==> config.mk <==
export PLATFORM = sky130hd
export DESIGN_NAME = fsm_table_engine
export DESIGN_NICKNAME = d
export VERILOG_FILES = /design/src/rtl/fsm_tbl_pkg.sv /design/src/rtl/fsm_rule_match.sv /design/src/rtl/fsm_table_engine.sv
export SDC_FILE = /design/constraint.sdc
export NUM_CORES = 1
export LEC_CHECK = 0
export CAP_MARGIN = 20
export CORE_AREA = 2 2 307 309
export CTS_CLUSTER_SIZE = 40
export DETAILED_ROUTE_END_ITERATION = 16
export DIE_AREA = 0 0 309 311
export PLACE_DENSITY = 0.41
export SYNTH_ARGS = -nofsm -noshare
export SYNTH_HDL_FRONTEND = slang
export SYNTH_HIERARCHICAL = 1
export SYNTH_SLANG_ARGS = --single-unit
==> constraint.sdc <==
create_clock -name clk -period 10.67 [get_ports clk]
set_input_delay 2.6675 -clock clk [delete_from_list [all_inputs] [get_ports clk]]
set_output_delay 2.6675 -clock clk [all_outputs]
set_load 0.02 [all_outputs]
==> src/rtl/fsm_tbl_pkg.sv <==
// Shared widths, rule record layout and the rule-match predicate for the table-driven FSM engine.
package fsm_tbl_pkg;
    localparam int N_IN    = 12;
    localparam int N_OUT   = 10;
    localparam int STATE_W = 3;
    localparam int N_RULES = 16;
    localparam int CNT_W   = 8;
    localparam int IDX_W   = $clog2(N_RULES);

    localparam int                 DEF_N_STATES    = 8;
    localparam logic [STATE_W-1:0] DEF_RESET_STATE = 3'd1;

    typedef struct packed {
        logic               valid;
        logic [STATE_W-1:0] state;
        logic [N_IN-1:0]    care;
        logic [N_IN-1:0]    val;
        logic [STATE_W-1:0] next;
        logic [N_OUT-1:0]   out;
    } rule_t;

    // Only the bits selected by care are compared against val.
    function automatic logic rule_matches(input rule_t r, input logic [STATE_W-1:0] s,
                                          input logic [N_IN-1:0] x);
        return r.valid && (r.state == s) && (((x ^ r.val) & r.care) == {N_IN{1'b0}});
    endfunction
endpackage

==> src/rtl/fsm_rule_match.sv <==
// Parallel rule comparators followed by a lowest-index-wins priority encoder.
module fsm_rule_match
    import fsm_tbl_pkg::*;
(
    input  rule_t              rules [N_RULES],
    input  logic [STATE_W-1:0] state,
    input  logic [N_IN-1:0]    x,
    output logic               hit,
    output logic [IDX_W-1:0]   hit_idx
);
    logic [N_RULES-1:0] match_s;

    // One comparator per rule
    always_comb begin
        match_s = {N_RULES{1'b0}};
        for (int r = 0; r < N_RULES; r++) begin
            match_s[r] = rule_matches(rules[r], state, x);
        end
    end

    // Scan downward so the lowest matching index is the last one written
    always_comb begin
        hit     = 1'b0;
        hit_idx = {IDX_W{1'b0}};
        for (int r = N_RULES - 1; r >= 0; r--) begin
            hit     = hit | match_s[r];
            hit_idx = match_s[r] ? IDX_W'(r) : hit_idx;
        end
    end
endmodule

==> src/rtl/fsm_table_engine.sv <==
// Programmable Mealy controller: rule table, state register, step/dwell counters,
// dwell watchdog and illegal-state recovery.
module fsm_table_engine
    import fsm_tbl_pkg::*;
#(
    parameter int                 N_STATES    = DEF_N_STATES,
    parameter logic [STATE_W-1:0] RESET_STATE = DEF_RESET_STATE
) (
    input  logic               clk,
    input  logic               rst,
    input  logic               run,
    input  logic [N_IN-1:0]    x,
    output logic [N_OUT-1:0]   y,
    input  logic               cfg_we,
    input  logic [IDX_W-1:0]   cfg_idx,
    input  logic               cfg_valid,
    input  logic [STATE_W-1:0] cfg_state,
    input  logic [N_IN-1:0]    cfg_care,
    input  logic [N_IN-1:0]    cfg_val,
    input  logic [STATE_W-1:0] cfg_next,
    input  logic [N_OUT-1:0]   cfg_out,
    output logic               cfg_err,
    output logic [STATE_W-1:0] state,
    output logic               hit,
    output logic [IDX_W-1:0]   hit_idx,
    output logic [CNT_W-1:0]   step_cnt,
    input  logic [CNT_W-1:0]   dwell_lim,
    output logic               dwell_to,
    output logic               illegal
);
    localparam logic [CNT_W-1:0] CNT_MAX = {CNT_W{1'b1}};

    rule_t              rules_r [N_RULES];
    logic               bad_state_s;
    logic [STATE_W-1:0] next_state_s;
    logic [CNT_W-1:0]   dwell_r;
    logic [CNT_W-1:0]   dwell_nx_s;

    fsm_rule_match u_match (
        .rules   (rules_r),
        .state   (state),
        .x       (x),
        .hit     (hit),
        .hit_idx (hit_idx)
    );

    assign bad_state_s  = int'(state) >= N_STATES;
    assign next_state_s = rules_r[hit_idx].next;

    // Mealy output of the winning rule, suppressed while frozen or in reset
    always_comb begin
        if (!rst && run && hit) begin
            y = rules_r[hit_idx].out;
        end else begin
            y = {N_OUT{1'b0}};
        end
    end

    // Dwell restarts on a real state change; self-loops keep counting
    always_comb begin
        if (bad_state_s) begin
            dwell_nx_s = {CNT_W{1'b0}};
        end else if (run && hit && (next_state_s != state)) begin
            dwell_nx_s = {CNT_W{1'b0}};
        end else if (run && (dwell_r != CNT_MAX)) begin
            dwell_nx_s = dwell_r + CNT_W'(1);
        end else begin
            dwell_nx_s = dwell_r;
        end
    end

    // State, counters, watchdog, status pulses and config write path
    always_ff @(posedge clk) begin
        if (rst) begin
            state    <= RESET_STATE;
            step_cnt <= {CNT_W{1'b0}};
            dwell_r  <= {CNT_W{1'b0}};
            dwell_to <= 1'b0;
            cfg_err  <= 1'b0;
            illegal  <= 1'b0;
            for (int r = 0; r < N_RULES; r++) begin
                rules_r[r].valid <= 1'b0;
            end
        end else begin
            cfg_err  <= cfg_we & run;
            illegal  <= bad_state_s;
            dwell_r  <= dwell_nx_s;
            dwell_to <= dwell_to | ((dwell_lim != {CNT_W{1'b0}}) && (dwell_nx_s == dwell_lim));
            if (cfg_we && !run && (int'(cfg_idx) < N_RULES)) begin
                rules_r[cfg_idx] <= '{valid: cfg_valid, state: cfg_state, care: cfg_care,
                                      val: cfg_val, next: cfg_next, out: cfg_out};
            end
            // Recovery from an upset state takes precedence over stepping, even when frozen
            if (bad_state_s) begin
                state <= RESET_STATE;
            end else if (run && hit) begin
                state <= next_state_s;
                if (step_cnt != CNT_MAX) begin
                    step_cnt <= step_cnt + CNT_W'(1);
                end
            end
        end
    end
endmodule

After elaboration in Yosys (flattened, before gate mapping)
Cells that the tools add are included.
{"block": "totals", "reg_bits": 677, "latchBits": 0, "ram_bits": 0, "rom_bits": 0, "output_inout_bits": 29, "elab_cells": 264, "mem_count": 0}
{"block": "classes", "n_addsub": 2, "n_mul": 0, "div_mod_pow": 0, "n_lt_le_gt_ge": 3, "eq_ne": 20, "shifts": 0, "mux": 25, "bitwise_logic": 52, "n_reduce_logical": 61}
{"op": "bitwise mux 656 bit", "n": 1}
{"op": "AND 12 bit", "n": 16}
{"op": "logical NOT 12 bit", "n": 16}
{"op": "XOR 12 bit", "n": 16}
{"op": "binary-select mux 41 bit (select 4 bit)", "n": 1}
{"op": "demux 41 bit (select 4 bit)", "n": 1}
{"op": "2-to-1 mux 4 bit", "n": 16}
{"op": "equality test 3 bit", "n": 16}
{"op": "2-to-1 mux 41 bit", "n": 1}
{"op": "logical AND 1 bit", "n": 40}
{"op": "2-to-1 mux 13 bit", "n": 2}
{"op": "adder 8 x 1 -> 8 bit (second input constant)", "n": 2}
{"op": "2-to-1 mux 8 bit", "n": 2}
{"op": "inequality test 8 bit (second input constant)", "n": 2}
{"op": "OR 1 bit", "n": 16}
{"op": "greater-or-equal comparator 5 bit (second input constant)", "n": 2}
{"op": "2-to-1 mux 10 bit", "n": 1}
{"op": "inverter 4 -> 5 bit", "n": 2}
{"op": "equality test 8 bit", "n": 1}
{"op": "nonzero test 8 bit", "n": 1}
{"op": "< comparator 5 x 1 -> 1 bit (second input constant)", "n": 1}
{"op": "AND reduction 2 bit", "n": 2}
{"op": "inequality test 3 bit", "n": 1}
{"op": "logical NOT 1 bit", "n": 2}
{"op": "other kinds (2)", "n": 2}

Longest topological paths before layout
{"block": "depth", "ltp_word": 30, "depth_mapped": 20}

By module
The synthesis kept the hierarchy.
{"module": "fsm_table_engine", "n_inst": 1, "cells_per_inst": 1017, "area_each_um2": 22964.5}
{"module": "fsm_rule_match", "n_inst": 1, "cells_per_inst": 494, "area_each_um2": 3816.2}

Worst setup path before layout
Ideal clock, no wire load.
{"block": "synth_timing", "kind": "input to output", "start": "in x[6]", "end": "out y[0]", "arrival_ps": 6590, "required_time_ps": 8003, "path_slack_ps": 1412, "path_stages": 15, "n_path_buf": 5, "cell_sequence": "buf_6 -> buf_12 -> xor2_1 -> a22oi_1 -> nand4_1 -> or3_1 -> a211oi_1 -> a21oi_1 -> o22ai_1 -> buf_4 -> buf_4 -> buf_1 -> mux4_2 -> mux4_2 -> nor2b_1"}
{"block": "synth_between", "elab_chain_cells": 25}
{"item": "start, declared", "line": "fsm_table_engine.sv:12", "rtl": "input logic [N_IN-1:0] x,"}
{"item": "XOR 12 bit", "line": "fsm_tbl_pkg.sv:25", "rtl": "return r.valid && (r.state == s) && (((x ^ r.val) & r.care) == {N_IN{1'b0}});"}
{"item": "AND 12 bit", "line": "fsm_tbl_pkg.sv:25"}
{"item": "logical NOT 12 bit", "line": "fsm_tbl_pkg.sv:25"}
{"item": "logical AND 1 bit", "line": "fsm_tbl_pkg.sv:25"}
{"item": "2-to-1 mux 4 bit (15 in series)", "line": "fsm_rule_match.sv:27", "rtl": "hit_idx = match_s[r] ? IDX_W'(r) : hit_idx;"}
{"item": "2-to-1 mux 4 bit *", "line": "fsm_rule_match.sv:27"}
{"item": "via hit_idx[0]", "line": "fsm_table_engine.sv:25", "rtl": "output logic [IDX_W-1:0] hit_idx,"}
{"item": "inverter 4 -> 5 bit (not written as such) *", "line": "fsm_table_engine.sv:53", "rtl": "y = rules_r[hit_idx].out;"}
{"item": "binary-select mux 41 bit (select 4 bit) *", "line": "fsm_table_engine.sv:53"}
{"item": "2-to-1 mux 13 bit (not written as such) * (2 in series)", "line": "fsm_table_engine.sv:53"}
{"item": "2-to-1 mux 10 bit *", "line": "fsm_table_engine.sv:52", "rtl": "if (!rst && run && hit) begin"}
{"item": "end, declared", "line": "fsm_table_engine.sv:13", "rtl": "output logic [N_OUT-1:0] y,"}
The timed path passes the listed nets; every way through them passes the cells marked *. The select of a mux whose other input is x is not followed.

Worst setup path after layout
{"block": "layout_timing", "start": "in x[8]", "end": "out y[6]"}
{"block": "layout_between", "elab_chain_cells": 25}
{"item": "XOR 12 bit", "line": "fsm_tbl_pkg.sv:25"}
{"item": "AND 12 bit", "line": "fsm_tbl_pkg.sv:25"}
{"item": "logical NOT 12 bit", "line": "fsm_tbl_pkg.sv:25"}
{"item": "logical AND 1 bit", "line": "fsm_tbl_pkg.sv:25"}
{"item": "2-to-1 mux 4 bit (16 in series)", "line": "fsm_rule_match.sv:27"}
{"item": "inverter 4 -> 5 bit (not written as such)", "line": "fsm_table_engine.sv:53"}
{"item": "binary-select mux 41 bit (select 4 bit)", "line": "fsm_table_engine.sv:53"}
{"item": "2-to-1 mux 13 bit (not written as such) (2 in series)", "line": "fsm_table_engine.sv:53"}
{"item": "2-to-1 mux 10 bit *", "line": "fsm_table_engine.sv:52"}
Every way passes the cells marked *; elsewhere a longest branch is shown, timed or not. The select of a mux whose other input is x is not followed.

==> impl_metrics.env <==
export IMPL_cts_repair_resized=0
export IMPL_fin_crit_sh_pct=95.32
export IMPL_clk_pin_slew_ps=60
export IMPL_tns_ps=0
export IMPL_dr_max_layer_used="met4"
export IMPL_drt_met1_wl_um=32280
export IMPL_cts_hold_buf=0
export IMPL_timing_rr_start="state[2]$_SDFFE_PP0P_"
export IMPL_yosysSeqAreaShare_pct=74.53
export IMPL_design_core_area_um2=92770
export IMPL_first_pass_iters=7
export IMPL_wl_per_cell_um=23.69
export IMPL_cts_setup_buffers=0
export IMPL_cp_required_ps=8000
export IMPL_die_area_um2=96100
export IMPL_met2_length_um=34800
export IMPL_die_w_um=309
export IMPL_vias=13650
export IMPL_drv_cap=0
export IMPL_worstSkewPairLatency_ps=620
export IMPL_period_needed_ps=10170
export IMPL_p_leak_nw=9.984
export IMPL_worst_slew_pin_slew_ps=1024
export IMPL_synth_mux_area_share_pct=5.938
export IMPL_io_buffers=96
export IMPL_fmax_ghz=0.09833
export IMPL_drive_gt1_share_pct=14.67
export IMPL_hold_viol=0
export IMPL_slew_viol_final=0
export IMPL_place_congestion=0.8246
export IMPL_dpl_hpwl_um=42210
export IMPL_ys_flop_type="edfxtp_1"
export IMPL_clock_sinks=677
export IMPL_synth_adder_area_share_pct=0.09344
export IMPL_root_buffer="clkbuf_16"
export IMPL_rsz0062_at_grt="false"
export IMPL_cp_arrival_ps=7500
export IMPL_htreeDepth=3
export IMPL_initial_core_util_pct=28.87
export IMPL_rr_worst_depth=17
export IMPL_grt_pass1_vias=14100
export IMPL_synth_compound_area_share_pct=3.775
export IMPL_antenna_found_initial=2
export IMPL_tritoncts="built"
export IMPL_ant_nets=0
export IMPL_synthesis_area_um2=26780
export IMPL_synth_edf_count=640
export IMPL_fp_row_count=112
export IMPL_critPathMaxStageDelay_ps=710
export IMPL_synth_nets=1582
export IMPL_synth_ff_latch_count=677
export IMPL_endpoint_kind="primary output"
export IMPL_syn_area_per_cell_um2=17.72
export IMPL_cp_start_kind="primary input"
export IMPL_grt_max_degree=57
export IMPL_slew_headroom_pct=31.53
export IMPL_cpMaxStageDelayCell="clkdlybuf4s50_1"
export IMPL_crit_start="x[8]"
export IMPL_synth_async_sr_flop_share_pct=0
export IMPL_fin_cells=2987
export IMPL_area_growth_pct=18.60
export IMPL_grt_overflow=0
export IMPL_ys_warn_count=6
export IMPL_grt_util_all_layers_pct=14.75
export IMPL_dp_cells=2849
export IMPL_drtIter0Drc=950
export IMPL_synthSimpleGateAreaFrac_pct=5.578
export IMPL_finalSetupViolCount=0
export IMPL_route_detailed_drc=0
export IMPL_path_cells="clkdlybuf4s50_1, xor2_1, a22oi_1, nand4_1, nor3_2, nor2b_1, or4_1, o22ai_4, buf_12, mux4_2, mux4_2, nor2b_1, clkdlybuf4s50_1"
export IMPL_n_fill_cell=8886
export IMPL_outcome="finished clean"
export IMPL_hold_depth=2
export IMPL_vdd_drop_max_uv=118.7
export IMPL_dieHeight_um=311
export IMPL_synth_xor_area_share_pct=8.269
export IMPL_viasPerCell=4.570
export IMPL_hold_class="reg2reg"
export IMPL_fin_worst_skew_ps=16.39
export IMPL_min_from="rules_r[450]$_SDFFE_PP0P_"
export IMPL_critPathMaxFanout=44
export IMPL_io_pins=98
export IMPL_powerDensity_nw_per_um2=175.4
export IMPL_fin_nets=1745
export IMPL_synth_top_family_by_area="XOR/XNOR gates"
export IMPL_critPathKind="in2out"
export IMPL_clk_path_buf_depth=3
export IMPL_syn_instance_count=1511
export IMPL_grt_pass1_wl_um=101800
export IMPL_wl_um=70770
export IMPL_wl_met3_um=2603
export IMPL_ys_types=61
export IMPL_cts_buffers_inserted=76
path summary, 6_finish.rpt:
check	slack [ps]	to
setup reg to reg	5530	dwell_to$_SDFF_PP0_
hold reg to reg	470	rules_r[450]$_SDFFE_PP0P_
setup / recovery	500	y[6]
hold / removal	470	rules_r[450]$_SDFFE_PP0P_
cells in the final DEF, fill, tap and decap left out, types with 43 or more instances in the layout:
cell	count
buf_4	43
clkdlybuf4s50_1	96
xor2_1	199
nand2_1	70
a22oi_1	84
nor2_1	49
clkbuf_16	79
mux4_2	58
edfxtp_1	640
xnor2_1	52
nand4_1	54
Yosys cell counts (all sizes together), types with 2 or more instances:
library cell	n	area share, %
edfxtp	640	72
xor2	200	6.6
a22oi	84	2.4
nand2	70	0.98
nor2	66	0.93
mux4	58	4.9
nand4	54	1.3
xnor2	52	1.7
buf	43	1.5
dfxtp	37	2.8
mux2i	25	0.93
nor2b	23	0.57
nand3	20	0.37
a21oi	18	0.38
nor3	18	0.43
clkbuf	16	0.22
o21ai	12	0.22
or3	7	0.16
or2	6	0.14
and3	5	0.12
inv	5	0.070
nor4	5	0.14
a31oi	4	0.15
nand3b	4	0.11
a211o	3	0.098
a211oi	3	0.084
and4	3	0.098
mux2	3	0.13
o211ai	3	0.10
or4	3	0.084
a221o	2	0.075
a31o	2	0.065
a41oi	2	0.065
ha	2	0.093
nand2b	2	0.047
through the flow:
stage               hold WS [ps]  setup slack (ps)  utilization (%)  total power [mW]  area [um2]
finish                     468.8             499.8            34.24             5.572       31760
global route               516.8             224.7            34.24             5.770       31760
CTS                        475.5             404.4            34.21             5.665       31730
detailed placement         467.2             423.9            31.71             3.186       29420
global placement           467.7             438.0            31.71             3.185       29420
floorplan                  436.7              1412                -             3.074       26780
critical path: cells and delay by family:
kind                   cells  cell delay, ps
AO/OA/AOI/OAI              2             460
XOR/XNOR                   1             290
AND/OR/NAND/NOR            5            1380
multiplexers               2            1020
buffers and inverters      3            1620
layout make-up:
type / instances / area (um2) / area share [%]
Sequential cell: 677 / 19960 / 62.84
Clock buffer: 93 / 2029 / 6.389
Clock inverter: 43 / 287.8 / 0.9060
Inverter: 6 / 22.52 / 0.07091
Tap cell: 1254 / 1569 / 4.940
Timing Repair Buffer: 144 / 1391 / 4.380
Antenna cell: 1 / 2.502 / 0.007878
Multi-Input combinational cell: 769 / 6501 / 20.47
metal layers:
layer | up-vias | global-route usage [%]
met5 | - | 0
met4 | 0 | 3.906
met3 | 67 | 2.445
met2 | 223 | 24.32
met1 | 7178 | 20.09
li1 | 6183 | -
power breakdown:
part	switching (mW)	total (mW)	internal (mW)
Sequential	0.00552	2.93	2.92
Clock	1.05	2.45	1.40
Combinational	0.129	0.194	0.0648
Total	1.18	5.57	4.39
sequential cells by signal (all words and copies together), names as in the netlist:
signal and count:
dwell_r 8, state 3, step_cnt 8, dwell_to 1, cfg_err 1, rules_r 656
cells by family (layout without fill, tap and decap cells):
family / Yosys count / in the layout
flops: 677 / 677
simple gates: 290 / 290
xor+xnor: 252 / 252
compound gates: 138 / 138
mux: 86 / 86
buf+inv: 65 / 286
fa+ha+maj: 2 / 2
other cells: 1 / 2
Note: power is estimated with default switching activity, not from simulation.
